<file path="config.mk">
export PLATFORM = sky130hd
export DESIGN_NAME = snake_step_ctrl_flat
export DESIGN_NICKNAME = d
export VERILOG_FILES = /design/src/rtl/snake_step_ctrl_if.sv /design/src/rtl/snake_step_ctrl.sv /design/src/flat_wrapper.sv
export SDC_FILE = /design/constraint.sdc
export NUM_CORES = 1
export LEC_CHECK = 0
export BUFFER_PORTS_ARGS = -buffer_cell sky130_fd_sc_hd__buf_2
export CORE_UTILIZATION = 30
export DETAILED_ROUTE_END_ITERATION = 10
export GPL_ROUTABILITY_DRIVEN = 0
export PLACE_DENSITY_LB_ADDON = 0.2
export SLEW_MARGIN = 0
export SYNTH_ARGS = -nofsm -noshare
export SYNTH_HDL_FRONTEND = slang
export SYNTH_SLANG_ARGS = --single-unit
</file>
<file path="constraint.sdc">
create_clock -name clk -period 4 [get_ports clk]
set_input_delay 0.2 -clock clk [delete_from_list [all_inputs] [get_ports clk]]
set_output_delay 0.2 -clock clk [all_outputs]
set_load 0.1 [all_outputs]
</file>
<file path="src/rtl/snake_step_ctrl_if.sv">
// Move-offer channel between the snake step controller and the playfield writer.
// The controller drives the offered head cell and direction; the writer answers with step_ready.
interface snake_step_ctrl_if;
    logic       step_valid;
    logic       step_ready;
    logic [7:0] head_x;
    logic [7:0] head_y;
    logic [1:0] dir;

    modport master (
        output step_valid,
        output head_x,
        output head_y,
        output dir,
        input  step_ready
    );

    modport slave (
        input  step_valid,
        input  head_x,
        input  head_y,
        input  dir,
        output step_ready
    );
endinterface

</file>
<file path="src/rtl/snake_step_ctrl.sv">
// Snake head sequencer: divides clk into game steps, arbitrates latched direction buttons,
// computes the next head cell, detects wall collisions and offers each move over valid/ready.
module snake_step_ctrl #(
    parameter int X_MAX    = 20,
    parameter int Y_MAX    = 30,
    parameter int TICK_DIV = 16,
    parameter int START_X  = 10,
    parameter int START_Y  = 15
) (
    input  logic               clk,
    input  logic               reset_n,
    input  logic               left,
    input  logic               right,
    input  logic               up,
    input  logic               down,
    input  logic               start,
    snake_step_ctrl_if.master  step,
    output logic               running,
    output logic               game_over
);
    localparam int CW = $clog2(TICK_DIV);
    localparam logic signed [8:0] XLIM = 9'(X_MAX);
    localparam logic signed [8:0] YLIM = 9'(Y_MAX);

    typedef enum logic [1:0] {S_IDLE, S_RUN, S_STEP, S_DEAD} state_t;

    state_t          r_state, w_next;
    logic [CW-1:0]   r_cnt;
    logic [7:0]      r_x, r_y, r_nx, r_ny;
    logic [1:0]      r_dir, r_ndir;
    logic [3:0]      r_pend;

    logic [3:0]        w_btn, w_cand;
    logic [1:0]        w_dir;
    logic              w_found, w_tick, w_hit;
    logic signed [8:0] w_sx, w_sy;

    // Bit index of each button equals its direction code.
    assign w_btn  = {down, up, right, left};
    assign w_cand = r_pend | w_btn;
    assign w_tick = (r_state == S_RUN) && (r_cnt == CW'(TICK_DIV - 1));

    // Highest-priority pending direction that does not reverse the current heading.
    always_comb begin
        w_dir   = r_dir;
        w_found = 1'b0;
        for (int unsigned i = 0; i < 4; i++) begin
            if (!w_found && w_cand[i] && (2'(i) != (r_dir ^ 2'b01))) begin
                w_dir   = 2'(i);
                w_found = 1'b1;
            end
        end
    end

    always_comb begin
        w_sx = signed'({1'b0, r_x});
        w_sy = signed'({1'b0, r_y});
        case (w_dir)
            2'd0:    w_sx = w_sx - 9'sd1;
            2'd1:    w_sx = w_sx + 9'sd1;
            2'd2:    w_sy = w_sy - 9'sd1;
            default: w_sy = w_sy + 9'sd1;
        endcase
        w_hit = (w_sx < 9'sd0) || (w_sx >= XLIM) || (w_sy < 9'sd0) || (w_sy >= YLIM);
    end

    always_ff @(posedge clk) begin
        if (!reset_n) r_state <= S_IDLE;
        else          r_state <= w_next;
    end

    always_comb begin
        w_next = r_state;
        case (r_state)
            S_IDLE: if (start)           w_next = S_RUN;
            S_RUN:  if (w_tick)          w_next = w_hit ? S_DEAD : S_STEP;
            S_STEP: if (step.step_ready) w_next = S_RUN;
            S_DEAD: if (start)           w_next = S_RUN;
            default:                     w_next = S_IDLE;
        endcase
    end

    always_comb begin
        step.step_valid = (r_state == S_STEP);
        step.head_x     = step.step_valid ? r_nx   : r_x;
        step.head_y     = step.step_valid ? r_ny   : r_y;
        step.dir        = step.step_valid ? r_ndir : r_dir;
        running         = (r_state == S_RUN) || (r_state == S_STEP);
        game_over       = (r_state == S_DEAD);
    end

    always_ff @(posedge clk) begin
        if (!reset_n) begin
            r_cnt  <= '0;
            r_x    <= 8'(START_X);
            r_y    <= 8'(START_Y);
            r_dir  <= '0;
            r_nx   <= 8'(START_X);
            r_ny   <= 8'(START_Y);
            r_ndir <= '0;
            r_pend <= '0;
        end else begin
            case (r_state)
                S_IDLE: r_cnt <= '0;
                S_RUN: begin
                    r_pend <= r_pend | w_btn;
                    if (w_tick) begin
                        r_cnt <= '0;
                        if (!w_hit) begin
                            r_nx   <= w_sx[7:0];
                            r_ny   <= w_sy[7:0];
                            r_ndir <= w_dir;
                        end
                    end else begin
                        r_cnt <= r_cnt + CW'(1);
                    end
                end
                S_STEP: begin
                    // Presses in the accept cycle survive the clear.
                    if (step.step_ready) begin
                        r_x    <= r_nx;
                        r_y    <= r_ny;
                        r_dir  <= r_ndir;
                        r_pend <= w_btn;
                    end else begin
                        r_pend <= r_pend | w_btn;
                    end
                end
                S_DEAD: begin
                    if (start) begin
                        r_x    <= 8'(START_X);
                        r_y    <= 8'(START_Y);
                        r_dir  <= '0;
                        r_pend <= '0;
                        r_cnt  <= '0;
                    end
                end
                default: r_cnt <= '0;
            endcase
        end
    end
endmodule

</file>
<file path="src/flat_wrapper.sv">
// flat-port wrapper written by rule: the top's interface ports become plain ports
module snake_step_ctrl_flat 
#(
    parameter int X_MAX    = 20,
    parameter int Y_MAX    = 30,
    parameter int TICK_DIV = 16,
    parameter int START_X  = 10,
    parameter int START_Y  = 15
)
  (clk, reset_n, left, right, up, down, start, running, game_over, step_step_valid, step_head_x, step_head_y, step_dir, step_step_ready);
  snake_step_ctrl_if step_i ();
  input  logic clk;
  input  logic reset_n;
  input  logic left;
  input  logic right;
  input  logic up;
  input  logic down;
  input  logic start;
  output logic running;
  output logic game_over;
  output wire logic [$bits(step_i.step_valid)-1:0] step_step_valid;
  output wire logic [$bits(step_i.head_x)-1:0] step_head_x;
  output wire logic [$bits(step_i.head_y)-1:0] step_head_y;
  output wire logic [$bits(step_i.dir)-1:0] step_dir;
  input wire logic [$bits(step_i.step_ready)-1:0] step_step_ready;
  assign step_step_valid = step_i.step_valid;
  assign step_head_x = step_i.head_x;
  assign step_head_y = step_i.head_y;
  assign step_dir = step_i.dir;
  assign step_i.step_ready = step_step_ready;
  snake_step_ctrl #(.X_MAX(X_MAX), .Y_MAX(Y_MAX), .TICK_DIV(TICK_DIV), .START_X(START_X), .START_Y(START_Y)) u_core (.clk(clk), .reset_n(reset_n), .left(left), .right(right), .up(up), .down(down), .start(start), .step(step_i), .running(running), .game_over(game_over));
endmodule
</file>
==> impl_metrics.yaml <==
outcome:
  status: "finished clean"
sta:
  slew_headroom_pct: 64.9
  setup_tns_ps: 0
  final-max-slew-violation-count: 0
  max_clock_freq_ghz: 0.256
  period_share_pct: 97.8
  rsz0062_at_grt: "yes"
  hold_viol_final: 0
  worst_clock_skew_ps: 9.59
  setup_viol: 0
  worst-slew-pin-transition_ps: 527
  hold_ws_ps: 183
  min_period_ps: 3910
final_layout:
  num-fill-cells: 1089
  seqCellArea_sq_um: 925
  multi_input_area_sq_um: 2210
  fin_cells: 561
  area_growth_pct: 21.1
  nets: 454
  post-route-util_pct: 37.3
  insertedDiodeCount: 0
  final_layout_size_suffix_gt1_share_pct: 26.6
cts:
  clk_path_buf_depth: 2
  cts.sinks: 46
  clk_latency_ps: 310
  htree_levels: 2
  root_buffer: "clkbuf_8"
  cts_tree: "built"
  cts_hold_buf: 0
  clk_pin_slew_ps: 90
  numCtsBuffers: 5
power:
  power_frac_clock_pct: 32.9
  power_density_nw_per_um2: 246
  swShare_pct: 29.1
  p_comb_share_pct: 17.3
  seqPwrFrac_pct: 49.9
  p_leak_nw: 1.59
  p_sw_uw: 275
  p_int_uw: 669
  ir_worst_vdd_uv: 138
worst_setup_path:
  path_class: "reg2reg"
  setup.worst_path.end_class: "register"
  crit_arrival_ps: 4110
  r2r_start: "u_core.r_pend[0]"
  reg2regPathDepth: 13
  slowest_stage: "a2111o_1"
  r2r_end: "u_core.r_ny[2]"
  r2r_slack_ps: 90
  path_max_fanout: 5
  worstPathCellList: "or3_4 -> a221o_2 -> nand2_4 -> or2_4 -> buf_6 -> ha_4 -> nor2b_4 -> o31ai_2 -> o31ai_1 -> a2111oi_2 -> or4b_4 -> a2111o_1 -> mux2_4"
  critPathLaunchType: "register"
  crit_path_max_incr_delay_ps: 560
  cp.required_ps: 4200
placement:
  port_buffers: 28
  dp_hpwl_um: 6020
  placed_cells: 548
grt:
  grt_use_total_pct: 15.5
  grt_max_degree: 32
  gr-usage-met3_pct: 2.43
  busiest_layer: "met2"
  grt_pass1_wl_um: 13700
  grt_pass1_vias: 2740
  gr-usage-met2_pct: 26.1
  grt-ovfl-total: 0
  gr-usage-met1_pct: 20.5
  antenna_found_initial: 0
yosys:
  synth_flop_cell: "dfxtp_1"
  synthMuxAreaShare_pct: 10.6
  yosys.area_share.simple_pct: 21.8
  synthAdderAreaFrac_pct: 9.17
  syn-num-nets: 411
  synth_edf_count: 0
  async_flop_share_pct: 0
  yosys_warnings: 0
  synth_top_family_by_area: "simple AND/OR/NAND/NOR gates"
  synth.avg_cell_area_sq_um: 8.31
  ys_types: 60
  yosys.area_share.xor_xnor_pct: 3.32
  synth-compound-area-share_pct: 21.4
  synth_seq_area_share_pct: 29.1
  synth_area_sq_um: 3170
  synth_cells: 381
  synth-seq-cells: 46
die:
  start_util_pct: 30.8
  num_io_pins: 29
  die_w_um: 105
  die_area_sq_um: 11000
  die_h_um: 105
  row_count: 37
  core_sq_um: 10300
run:
  drv_cap: 0
hold_path:
  min_path_cells: 3
  hold_path_end: "u_core.r_pend[3]"
  hold_class: "in2reg"
  min-delay-start: "down"
route:
  num_vias: 2913
  routed_wirelength_um: 8420
  routed_via_density: 5.19
  drc: 0
  first_pass_iters: 6
  detail-route-antenna-nets: 0
  dr.first_iter.drc_count: 91
  post_drt_wl_per_cell_um: 15.0
==> kinds of logic after synthesis <==
logic type / count (synthesis)
mux: 30
simple gates: 135
xor+xnor: 12
flops: 46
buf+inv: 35
fa+ha+maj: 22
compound gates: 101
==> stage by stage <==
stage | setup WS [ps] | total power [mW] | instance area (sq um)
4_1_cts | 29.9 | 0.953 | 3670
3_3_place_gp | 127 | 0.637 | 3580
3_5_place_dp | 60.3 | 0.638 | 3580
6_report | 88.5 | 0.945 | 3830
5_1_grt | -73.8 | 0.992 | 3830
2_1_floorplan | 15.3 | 0.597 | 3190
==> worst max-delay path: cells and delay by family, from the launching register on <==
family          cells  cell delay, ps
simple gates        5            1200
mux                 1             330
fa+ha+maj           1             190
buf+inv             1             120
flops               1             350
compound gates      5            1600
==> sequential cells by signal, summed over array words and instances (netlist names) <==
signal          count
u_core.r_y          8
u_core.r_pend       4
u_core.r_ny         8
u_core.r_nx         8
u_core.r_dir        2
u_core.r_cnt        4
u_core.r_state      2
u_core.r_ndir       2
u_core.r_x          8
==> power groups by stage <==
| stage | clock (mW) | sequential, mW | combinational (mW) |
|---|---|---|---|
| floorplan | 0 | 0.480 | 0.117 |
| global placement | 0 | 0.481 | 0.156 |
| detailed placement | 0 | 0.481 | 0.157 |
| CTS | 0.324 | 0.471 | 0.158 |
| global route | 0.338 | 0.473 | 0.181 |
| finish | 0.310 | 0.471 | 0.163 |
==> cells in the mapped netlist (7+ instances only) <==
library cell	number	area (sq um)
inv_1	13	48.8
nand2_1	18	67.6
dfxtp_1	46	921
xnor2_1	7	61.3
nand2b_1	8	50.1
mux2_2	20	225
nand3_1	15	75.1
clkbuf_1	12	45.0
nor3b_1	9	67.6
nor3_1	15	75.1
ha_1	20	250
nor2_1	43	161
and3_1	8	50.1
o21ai_0	19	95.1
a21oi_1	27	135
mux2i_1	8	80.1
a211oi_1	7	52.6
==> cell usage in the layout, fill, tap and decap left out, types with 3 or more instances in the layout <==
cell,instances
xor2_1,5
buf_6,5
o21ai_0,17
buf_4,25
dfxtp_2,3
mux2i_1,8
ha_4,4
o21ai_1,4
nand2_1,18
a21o_1,6
nand2b_1,8
nor2_1,43
nor4_1,3
mux2_2,20
and3_1,8
a2111oi_0,3
a21oi_1,27
ha_1,15
nor3_1,15
clkbuf_8,6
inv_1,13
xnor2_1,7
nor3b_1,9
a22oi_1,5
nand3_1,15
dfxtp_1,43
a211oi_1,7
nand4_1,3
buf_2,28
==> how the worst max path moves through the flow <==
stage / start / end / slack (ps)
after floorplan: u_core.r_dir[0] / u_core.r_ny[1] / 20
after global placement: u_core.r_pend[1] / u_core.r_ny[1] / 130
after detailed placement: u_core.r_dir[0] / u_core.r_ny[2] / 60
after CTS: u_core.r_dir[0] / u_core.r_ny[2] / 30
after global routing: u_core.r_pend[0] / u_core.r_ny[2] / -70
final: u_core.r_pend[0] / u_core.r_ny[2] / 90
==> per-layer routing <==
layer  wire length, um  share of wire, %
met5                 0                 0
met2              3860                46
met3               193               2.3
met4               108               1.3
met1              4260                51
==> area by class of cell <==
type                    count  area share [%]
repair buffers             58            10.0
clock buffers               6            2.15
well taps                 136            4.44
clock inverters             2           0.326
flip-flops and latches     46            24.1
multi-input cells         300            57.7
inverters                  13            1.27
==> timing repair <==
item                       CTS  global route
buffers inserted             0             5
hold endpoints to repair     0             0
setup endpoints to repair    0            18
resized for setup            0            25
Power figures use the tool's default switching activity.
